**config.mk**
```make
export PLATFORM = sky130hd
export DESIGN_NAME = maxpool_2x2_stream_flat
export DESIGN_NICKNAME = d
export VERILOG_FILES = /design/src/rtl/maxpool_2x2_stream_if.sv /design/src/rtl/maxpool_2x2_stream.sv /design/src/flat_wrapper.sv
export SDC_FILE = /design/constraint.sdc
export NUM_CORES = 1
export LEC_CHECK = 0
export ABC_AREA = 1
export CAP_MARGIN = 20
export CORE_ASPECT_RATIO = 0.6
export CORE_UTILIZATION = 50
export CTS_CLUSTER_SIZE = 20
export DETAILED_ROUTE_END_ITERATION = 7
export PLACE_DENSITY = 0.68
export SKIP_LAST_GASP = 1
export SLEW_MARGIN = 20
export SYNTH_ARGS = -nofsm -noshare
export SYNTH_HDL_FRONTEND = slang
export SYNTH_SLANG_ARGS = --single-unit
```
**constraint.sdc**
```tcl
create_clock -name CLK -period 7.95 [get_ports CLK]
set_input_delay 0.795 -clock CLK [delete_from_list [all_inputs] [get_ports CLK]]
set_output_delay 0.795 -clock CLK [all_outputs]
set_load 0.05 [all_outputs]
```
**src/rtl/maxpool_2x2_stream_if.sv**
```systemverilog
// Pixel-stream bundle for the 2x2 max-pool stage: input pixels in, pooled values out.
interface maxpool_2x2_stream_if #(
   parameter int unsigned Datawidth = 16
);
   logic [Datawidth-1:0] In;
   logic                 Valid_IN;
   logic [Datawidth-1:0] Out;
   logic                 Valid_OUT;
   logic                 Frame_Done;

   modport master (
      output In, Valid_IN,
      input  Out, Valid_OUT, Frame_Done
   );

   modport slave (
      input  In, Valid_IN,
      output Out, Valid_OUT, Frame_Done
   );
endinterface

```
**src/rtl/maxpool_2x2_stream.sv**
```systemverilog
// Streaming 2x2 stride-2 signed max-pool over a raster pixel stream.
// Even rows park pair maxima in a half-width line buffer; odd rows finish each window.
module maxpool_2x2_stream #(
   parameter int unsigned IMG_Width  = 4,
   parameter int unsigned IMG_Height = 4,
   parameter int unsigned Datawidth  = 16
) (
   input logic                 CLK,
   input logic                 CLR,
   maxpool_2x2_stream_if.slave bus
);

   localparam int unsigned ColW    = $clog2(IMG_Width);
   localparam int unsigned RowW    = $clog2(IMG_Height);
   // Padded to two entries so a 2-wide map still gets a non-degenerate index.
   localparam int unsigned LbDepth = (IMG_Width / 2 < 2) ? 2 : IMG_Width / 2;
   localparam int unsigned LbAw    = $clog2(LbDepth);

   logic [ColW-1:0]             col_q, col_d;
   logic [RowW-1:0]             row_q, row_d;
   logic signed [Datawidth-1:0] hold_q, hold_d;
   logic signed [Datawidth-1:0] out_q, out_d;
   logic                        valid_q, valid_d;
   logic                        done_q, done_d;
   logic signed [Datawidth-1:0] lb_q [LbDepth];

   logic signed [Datawidth-1:0] pix;
   logic signed [Datawidth-1:0] pair_max;
   logic signed [Datawidth-1:0] lb_rd;
   logic [LbAw-1:0]             lb_idx;
   logic                        lb_we;
   logic                        col_last;
   logic                        row_last;

   assign pix      = bus.In;
   assign lb_idx   = LbAw'(col_q >> 1);
   assign lb_rd    = lb_q[lb_idx];
   assign pair_max = (hold_q > pix) ? hold_q : pix;
   assign col_last = (col_q == ColW'(IMG_Width - 1));
   assign row_last = (row_q == RowW'(IMG_Height - 1));

   always_comb begin
      col_d   = col_q;
      row_d   = row_q;
      hold_d  = hold_q;
      out_d   = out_q;
      valid_d = 1'b0;
      done_d  = 1'b0;
      lb_we   = 1'b0;
      if (bus.Valid_IN) begin
         if (col_last) begin
            col_d = '0;
            row_d = row_last ? '0 : row_q + 1'b1;
         end else begin
            col_d = col_q + 1'b1;
         end
         if (!col_q[0]) begin
            hold_d = pix;
         end else if (!row_q[0]) begin
            lb_we = 1'b1;
         end else begin
            out_d   = (lb_rd > pair_max) ? lb_rd : pair_max;
            valid_d = 1'b1;
            done_d  = col_last && row_last;
         end
      end
   end

   always_ff @(posedge CLK) begin
      if (CLR) begin
         col_q   <= '0;
         row_q   <= '0;
         hold_q  <= '0;
         out_q   <= '0;
         valid_q <= 1'b0;
         done_q  <= 1'b0;
      end else begin
         col_q   <= col_d;
         row_q   <= row_d;
         hold_q  <= hold_d;
         out_q   <= out_d;
         valid_q <= valid_d;
         done_q  <= done_d;
      end
   end

   // Every entry is rewritten in an even row before its odd-row read, so no reset.
   always_ff @(posedge CLK) begin
      if (!CLR && lb_we) begin
         lb_q[lb_idx] <= pair_max;
      end
   end

   assign bus.Out        = out_q;
   assign bus.Valid_OUT  = valid_q;
   assign bus.Frame_Done = done_q;

endmodule

```
**src/flat_wrapper.sv**
```systemverilog
// flat-port wrapper written by rule: the top's interface ports become plain ports
module maxpool_2x2_stream_flat 
#(
   parameter int unsigned IMG_Width  = 4,
   parameter int unsigned IMG_Height = 4,
   parameter int unsigned Datawidth  = 16
)
  (CLK, CLR, bus_In, bus_Valid_IN, bus_Out, bus_Valid_OUT, bus_Frame_Done);
  maxpool_2x2_stream_if #(.Datawidth(Datawidth)) bus_i ();
  input logic CLK;
  input logic CLR;
  input wire logic [$bits(bus_i.In)-1:0] bus_In;
  input wire logic [$bits(bus_i.Valid_IN)-1:0] bus_Valid_IN;
  output wire logic [$bits(bus_i.Out)-1:0] bus_Out;
  output wire logic [$bits(bus_i.Valid_OUT)-1:0] bus_Valid_OUT;
  output wire logic [$bits(bus_i.Frame_Done)-1:0] bus_Frame_Done;
  assign bus_i.In = bus_In;
  assign bus_i.Valid_IN = bus_Valid_IN;
  assign bus_Out = bus_i.Out;
  assign bus_Valid_OUT = bus_i.Valid_OUT;
  assign bus_Frame_Done = bus_i.Frame_Done;
  maxpool_2x2_stream #(.IMG_Width(IMG_Width), .IMG_Height(IMG_Height), .Datawidth(Datawidth)) u_core (.CLK(CLK), .CLR(CLR), .bus(bus_i));
endmodule
```
==> results.cfg, run 1 <==
[route]
drtAntennaViolNets = 0
via_count = 3485
routed_wl_um = 9710
dr.pass1.iters = 4
drc = 0
drt_iter0_drc = 180
wl_per_cell_um = 14.2
routed_via_density = 5.11

[placement]
io_buffers = 36
placed_cells = 666
gp_congestion = 0.819
place.detailed.hpwl_um = 7170
placed_area_um2 = 4760
dp_slack_ns = 2.95

[worst_setup_path]
slowest_stage = nand3b_1
path_cells = clkdlybuf4s50_1, inv_1, ha_1, nand2_1, nor2_1, nand2_2, inv_2, nand3b_1, nand3_1, nand2_1, inv_1, ha_1, nand2_1, nor2_2, nand2_2, clkinv_1, o21ai_1, nand3_1, nand2_1, nand2_4, nand2_4, nand3_1, nand2_1, a21oi_1
rr_startpoint = u_core.hold_q[15]
endpoint_kind = register
crit_required_ns = 8.13
crit_type = in2reg
cp-startpoint = bus_In[11]
cp_common_cell = nand2_1
start_kind = primary input
slowest_delay_ns = 0.58
crit_fanout = 17
crit_arrival_ns = 4.89

[cells_and_area]
area_growth_pct = 17.5
diodes = 0
fill_cells = 727
drive_gt1_share_pct = 17.2
final_nets = 622
fin_cells = 682
fin_area_um2 = 5120

[clocking]
numCtsBuffers = 9
cts_tree = done
clk_latency_ns = 0.34
cts_buffer_depth = 2
ctsResizeCount = 0
cts.sink_count = 71
cts.clk_slew.worst_paths_ns = 0.06
post-cts-setup-buffers = 0
postCtsHoldBufs = 0
clockRootBuffer = clkbuf_16
h-tree-depth = 3

[outcome]
run_status = finished clean

[synthesis]
ys.flop_type = dfxtp_1
synthTopCellsByCount = 114 x nand2_1, 101 x inv_1, 39 x dfxtp_1, 35 x o21ai_0, 34 x ha_1
synth_top_area_share_pct = 22.0
syn_area_um2 = 4360
ys_seq_area_share_pct = 40.0
synth-seq-cells = 71
yosysWarnings = 0
synth.distinct_cells = 31
yosysMostFrequentCell = nand2_1
syn-num-nets = 592
synth_edf_count = 32
syn-instance-count = 539
synth-async-reset-ratio_pct = 0
synth_area_leader_cell = edfxtp_1
synth.top_cells.by_area = edfxtp_1 22%, dfxtp_1 18%, nand2_1 9.8%
syn_avg_cell_area_um2 = 8.09

[floorplanning]
io_pins = 37
core-area_um2 = 8160
row_count = 25
die_height_um = 74.3
dieArea_um2 = 9110
start_util_pct = 53.4
die_w_um = 123

[sta]
skew_ns = 0.00381
final_hold_viol_count = 0
relSlewSlack_pct = 26.9
finalSetupTns_ns = 0
fin_crit_ns = 4.71
fin_ws_ns = 3.24
period_share_pct = 59.3
drv_slew = 0
fmax_ghz = 0.212
setup_viol = 0
worst_pin_slew_ns = 1.09
rsz0062_at_grt = no

[global_routing]
grt_util_met1_pct = 31.0
gr-total-overflow = 0
use_met3_pct = 5.90
gr-max-usage-layer = met2
grt_max_degree = 33
grt_pass1_vias = 3346
grt_use_total_pct = 23.9
grt_antenna_before_repair = 0
grt_pass1_wl_um = 16200
met2_usage_pct = 39.8

[power]
leakage_nw = 2.41
p_total_mw = 1.14
irDropWorstVdd_mv = 0.116
p_per_area_nw_per_um2 = 223

[job]
maxCapViolCount = 0

[min_path]
min_from = u_core.bus.Out[0]
holdCritPathClass = reg2reg
[worst paths after layout]
| kind | end | slack (ns) | depth (start not counted) |
|---|---|---|---|
| worst min-delay path | u_core.bus.Out[0] | 0.47 | 2 |
| worst max register to register | u_core.bus.Out[0] | 3.90 | 22 |
| worst min register to register | u_core.bus.Out[0] | 0.47 | 2 |
| worst max-delay path | u_core.bus.Out[0] | 3.24 | 24 |
[metal layers]
metal  wire length (um)  vias up
met1               4910     1624
li1                   -     1796
met2               4340       60
met5                  0        -
met3                400        5
met4                 68        0
[cells by family (layout without fill, tap and decap cells)]
group                      Yosys count  in the layout  synth area share (%)
and+or+nand+nor                    226            226                  27.4
DFF                                 71             71                  40.0
AOI/OAI and AO/OA                   85             85                  11.2
adders and majority gates           34             34                  9.76
muxes                                1              1                 0.230
buffers and inverters              122            157                  11.5
[report_power, final]
| group | switching, mW | internal (mW) | total (mW) |
|---|---|---|---|
| combinational | 0.167 | 0.0902 | 0.257 |
| clock | 0.156 | 0.317 | 0.473 |
| sequential | 0.0123 | 0.401 | 0.413 |
[worst max-delay path, delay by kind of cell]
family	cells	cell delay, ns
buffers and inverters	5	0.82
and+or+nand+nor	15	2.51
adders and majority gates	2	0.56
AOI/OAI and AO/OA	2	0.19
[flip-flops by register name, summed over array words and instances (netlist names), named ones only]
signal	cells
u_core.hold_q	16
u_core.bus.Frame_Done	1
u_core.bus.Valid_OUT	1
u_core.col_q	2
u_core.row_q	2
u_core.bus.Out	16
u_core.lb_q	32
[stage by stage]
step | utilization [%] | hold slack, ns
finish | 62.7 | 0.471
global route | 62.7 | 0.502
CTS | 62.7 | 0.472
detailed placement | 58.3 | 0.462
global placement | 58.3 | 0.453
floorplan | - | 0.456
[cell type report]
| class | count | area (um^2) | share of cell area (%) |
|---|---|---|---|
| clock inverter | 2 | 36.3 | 0.708 |
| timing repair buffer | 37 | 368 | 7.18 |
| tap | 108 | 135 | 2.64 |
| multi-input combinational | 346 | 2120 | 41.5 |
| clock buffer | 14 | 328 | 6.40 |
| inverter | 104 | 390 | 7.62 |
| sequential | 71 | 1740 | 34.0 |
[cells in the final DEF, fill, tap and decap left out, types with 3 or more instances in the layout]
cell,instances
ha_1,34
a21oi_1,32
nand2_4,3
nand4_1,5
nand2_1,114
nor2_1,8
nand2_2,30
nor2_2,5
clkbuf_16,12
nand3_1,29
nand3_2,25
edfxtp_1,32
o21ai_0,35
a21oi_2,14
clkdlybuf4s50_1,36
inv_1,101
dfxtp_1,39
Power figures use the tool's default switching activity.
==> inputs of run 2 (changes only) <==
==> constraint.sdc (replaced) <==
create_clock -name CLK -period 4.8 [get_ports CLK]
set_input_delay 0.48 -clock CLK [delete_from_list [all_inputs] [get_ports CLK]]
set_output_delay 0.48 -clock CLK [all_outputs]
set_load 0.05 [all_outputs]
==> results.cfg, run 2 (same netlist as run 1, synthesis figures left out) <==
[outcome]
run_status = finished clean

[clocking]
cts.clk_slew.worst_paths_ns = 0.06
numCtsBuffers = 9
cts_buffer_depth = 2
clockRootBuffer = clkbuf_16
cts_tree = done
clk_latency_ns = 0.34
ctsResizeCount = 0
post-cts-setup-buffers = 0
cts.sink_count = 71
postCtsHoldBufs = 0
h-tree-depth = 3

[power]
irDropWorstVdd_mv = 0.218
leakage_nw = 2.41
p_comb_share_pct = 23.3
switching_share_pct = 30.8
pwr-share-clk_pct = 39.5
p_int_mw = 1.27
p_switching_mw = 0.566
p_seq_share_pct = 37.2
p_per_area_nw_per_um2 = 359

[worst_setup_path]
crit_arrival_ns = 4.57
rr_endpoint = u_core.bus.Out[0]
rrSetupSlack_ns = 0.92
r2r_cells = 23
slowest_delay_ns = 0.51
crit_type = in2reg
crit_fanout = 17
rr_startpoint = u_core.hold_q[15]
cp_common_cell = nand2_1
start_kind = primary input
slowest_stage = clkdlybuf4s50_1
endpoint_kind = register
crit_required_ns = 5.07

[floorplanning]
die_height_um = 74.3
io_pins = 37
row_count = 25
dieArea_um2 = 9110
start_util_pct = 53.4
core-area_um2 = 8160
die_w_um = 123

[cells_and_area]
fin_util_pct = 62.6
regMostFlops = u_core.lb_q
area_growth_pct = 17.3
final_cell_mix = 114 x nand2_1, 101 x inv_1, 38 x dfxtp_1, 36 x clkdlybuf4s50_1, 35 x o21ai_0
mostFrequentLayoutCell = nand2_1
final_nets = 627
drive_gt1_share_pct = 17.6
largest_reg_flops = 32
diodes = 0

[placement]
gp_congestion = 0.813
io_buffers = 36
place.detailed.hpwl_um = 7290

[sta]
fmax_ghz = 0.233
setup_viol = 0
final_hold_viol_count = 0
fin_crit_ns = 4.29
drv_slew = 0
period_share_pct = 89.4
finalSetupTns_ns = 0
hold-worst-slack_ns = 0.473
skew_ns = 0.00579
rsz0062_at_grt = no
worst_pin_slew_ns = 0.566
relSlewSlack_pct = 62.0

[global_routing]
grt_pass1_vias = 3483
grt_max_degree = 33
grt_antenna_before_repair = 0
grt_use_total_pct = 24.2
grt_pass1_wl_um = 16300
gr-total-overflow = 0

[route]
wl_per_cell_um = 14.3
routed_wl_um = 9830
drtAntennaViolNets = 0
dr.pass1.iters = 4
drc = 0
via_count = 3519
drt_iter0_drc = 135
routed_via_density = 5.12

[min_path]
hold_end = u_core.bus.Out[0]
min_from = u_core.bus.Out[0]
holdCritPathClass = reg2reg
min_path_cells = 2

[job]
maxCapViolCount = 0
[run 2: cell types whose count changed in the layout (fill, tap and decap cells not counted), sizes merged]
cell,change
bufinv,+1
clkinv,+4
buf,+5
clkbuf,-5
[run 2: stage by stage]
step / total power [mW] / cells / setup slack [ns] / cell area [um^2]
CTS: 1.85 / 687 / 0.555 / 5110
global route: 1.93 / 687 / 0.0983 / 5110
detailed placement: 1.12 / 671 / 0.212 / 4790
global placement: 1.11 / 671 / 0.413 / 4790
floorplan: 1.04 / 539 / 1.39 / 4360
finish: 1.84 / 687 / 0.507 / 5110
[run 2: worst max-delay path by stage]
stage / start / to / slack [ns]
3_5_place_dp: bus_In[15] / u_core.bus.Out[0] / 0.21
4_1_cts: bus_In[15] / u_core.bus.Out[0] / 0.56
5_1_grt: bus_In[15] / u_core.bus.Out[0] / 0.1
3_3_place_gp: bus_In[15] / u_core.bus.Out[0] / 0.41
2_1_floorplan: bus_In[15] / u_core.bus.Out[12] / 1.39
6_report: bus_In[15] / u_core.bus.Out[0] / 0.51
[run 2: area by class of cell]
class                   instances  area (um^2)
inverters                     104          390
clock buffers                   9          225
fillers                       713         3050
well taps                     108          135
multi-input cells             346         2120
repair buffers                 42          405
clock inverters                 7         96.3
flip-flops and latches         71         1740
[run 2: worst max-delay path: cells and delay by family]
family,cells,cell delay (ns)
buffers and inverters,5,0.78
adder cells (fa/ha/maj),2,0.71
AND/OR/NAND/NOR,15,2.12
AO/OA/AOI/OAI,3,0.45
[run 2: per-layer routing]
layer | part of all wire, % | wire length, um | GRT usage, %
met1 | 49 | 4810 | 30.1
met2 | 45 | 4460 | 40.4
met5 | 0 | 0 | 0
met4 | 2.0 | 198 | 9.89
met3 | 3.7 | 364 | 6.29
[run 2: power groups by stage]
stage | clock [mW] | combinational, mW | sequential (mW)
6_report | 0.725 | 0.428 | 0.683
4_1_cts | 0.738 | 0.429 | 0.683
5_1_grt | 0.759 | 0.486 | 0.687
3_5_place_dp | 0 | 0.425 | 0.696
2_1_floorplan | 0 | 0.353 | 0.689
3_3_place_gp | 0 | 0.410 | 0.695
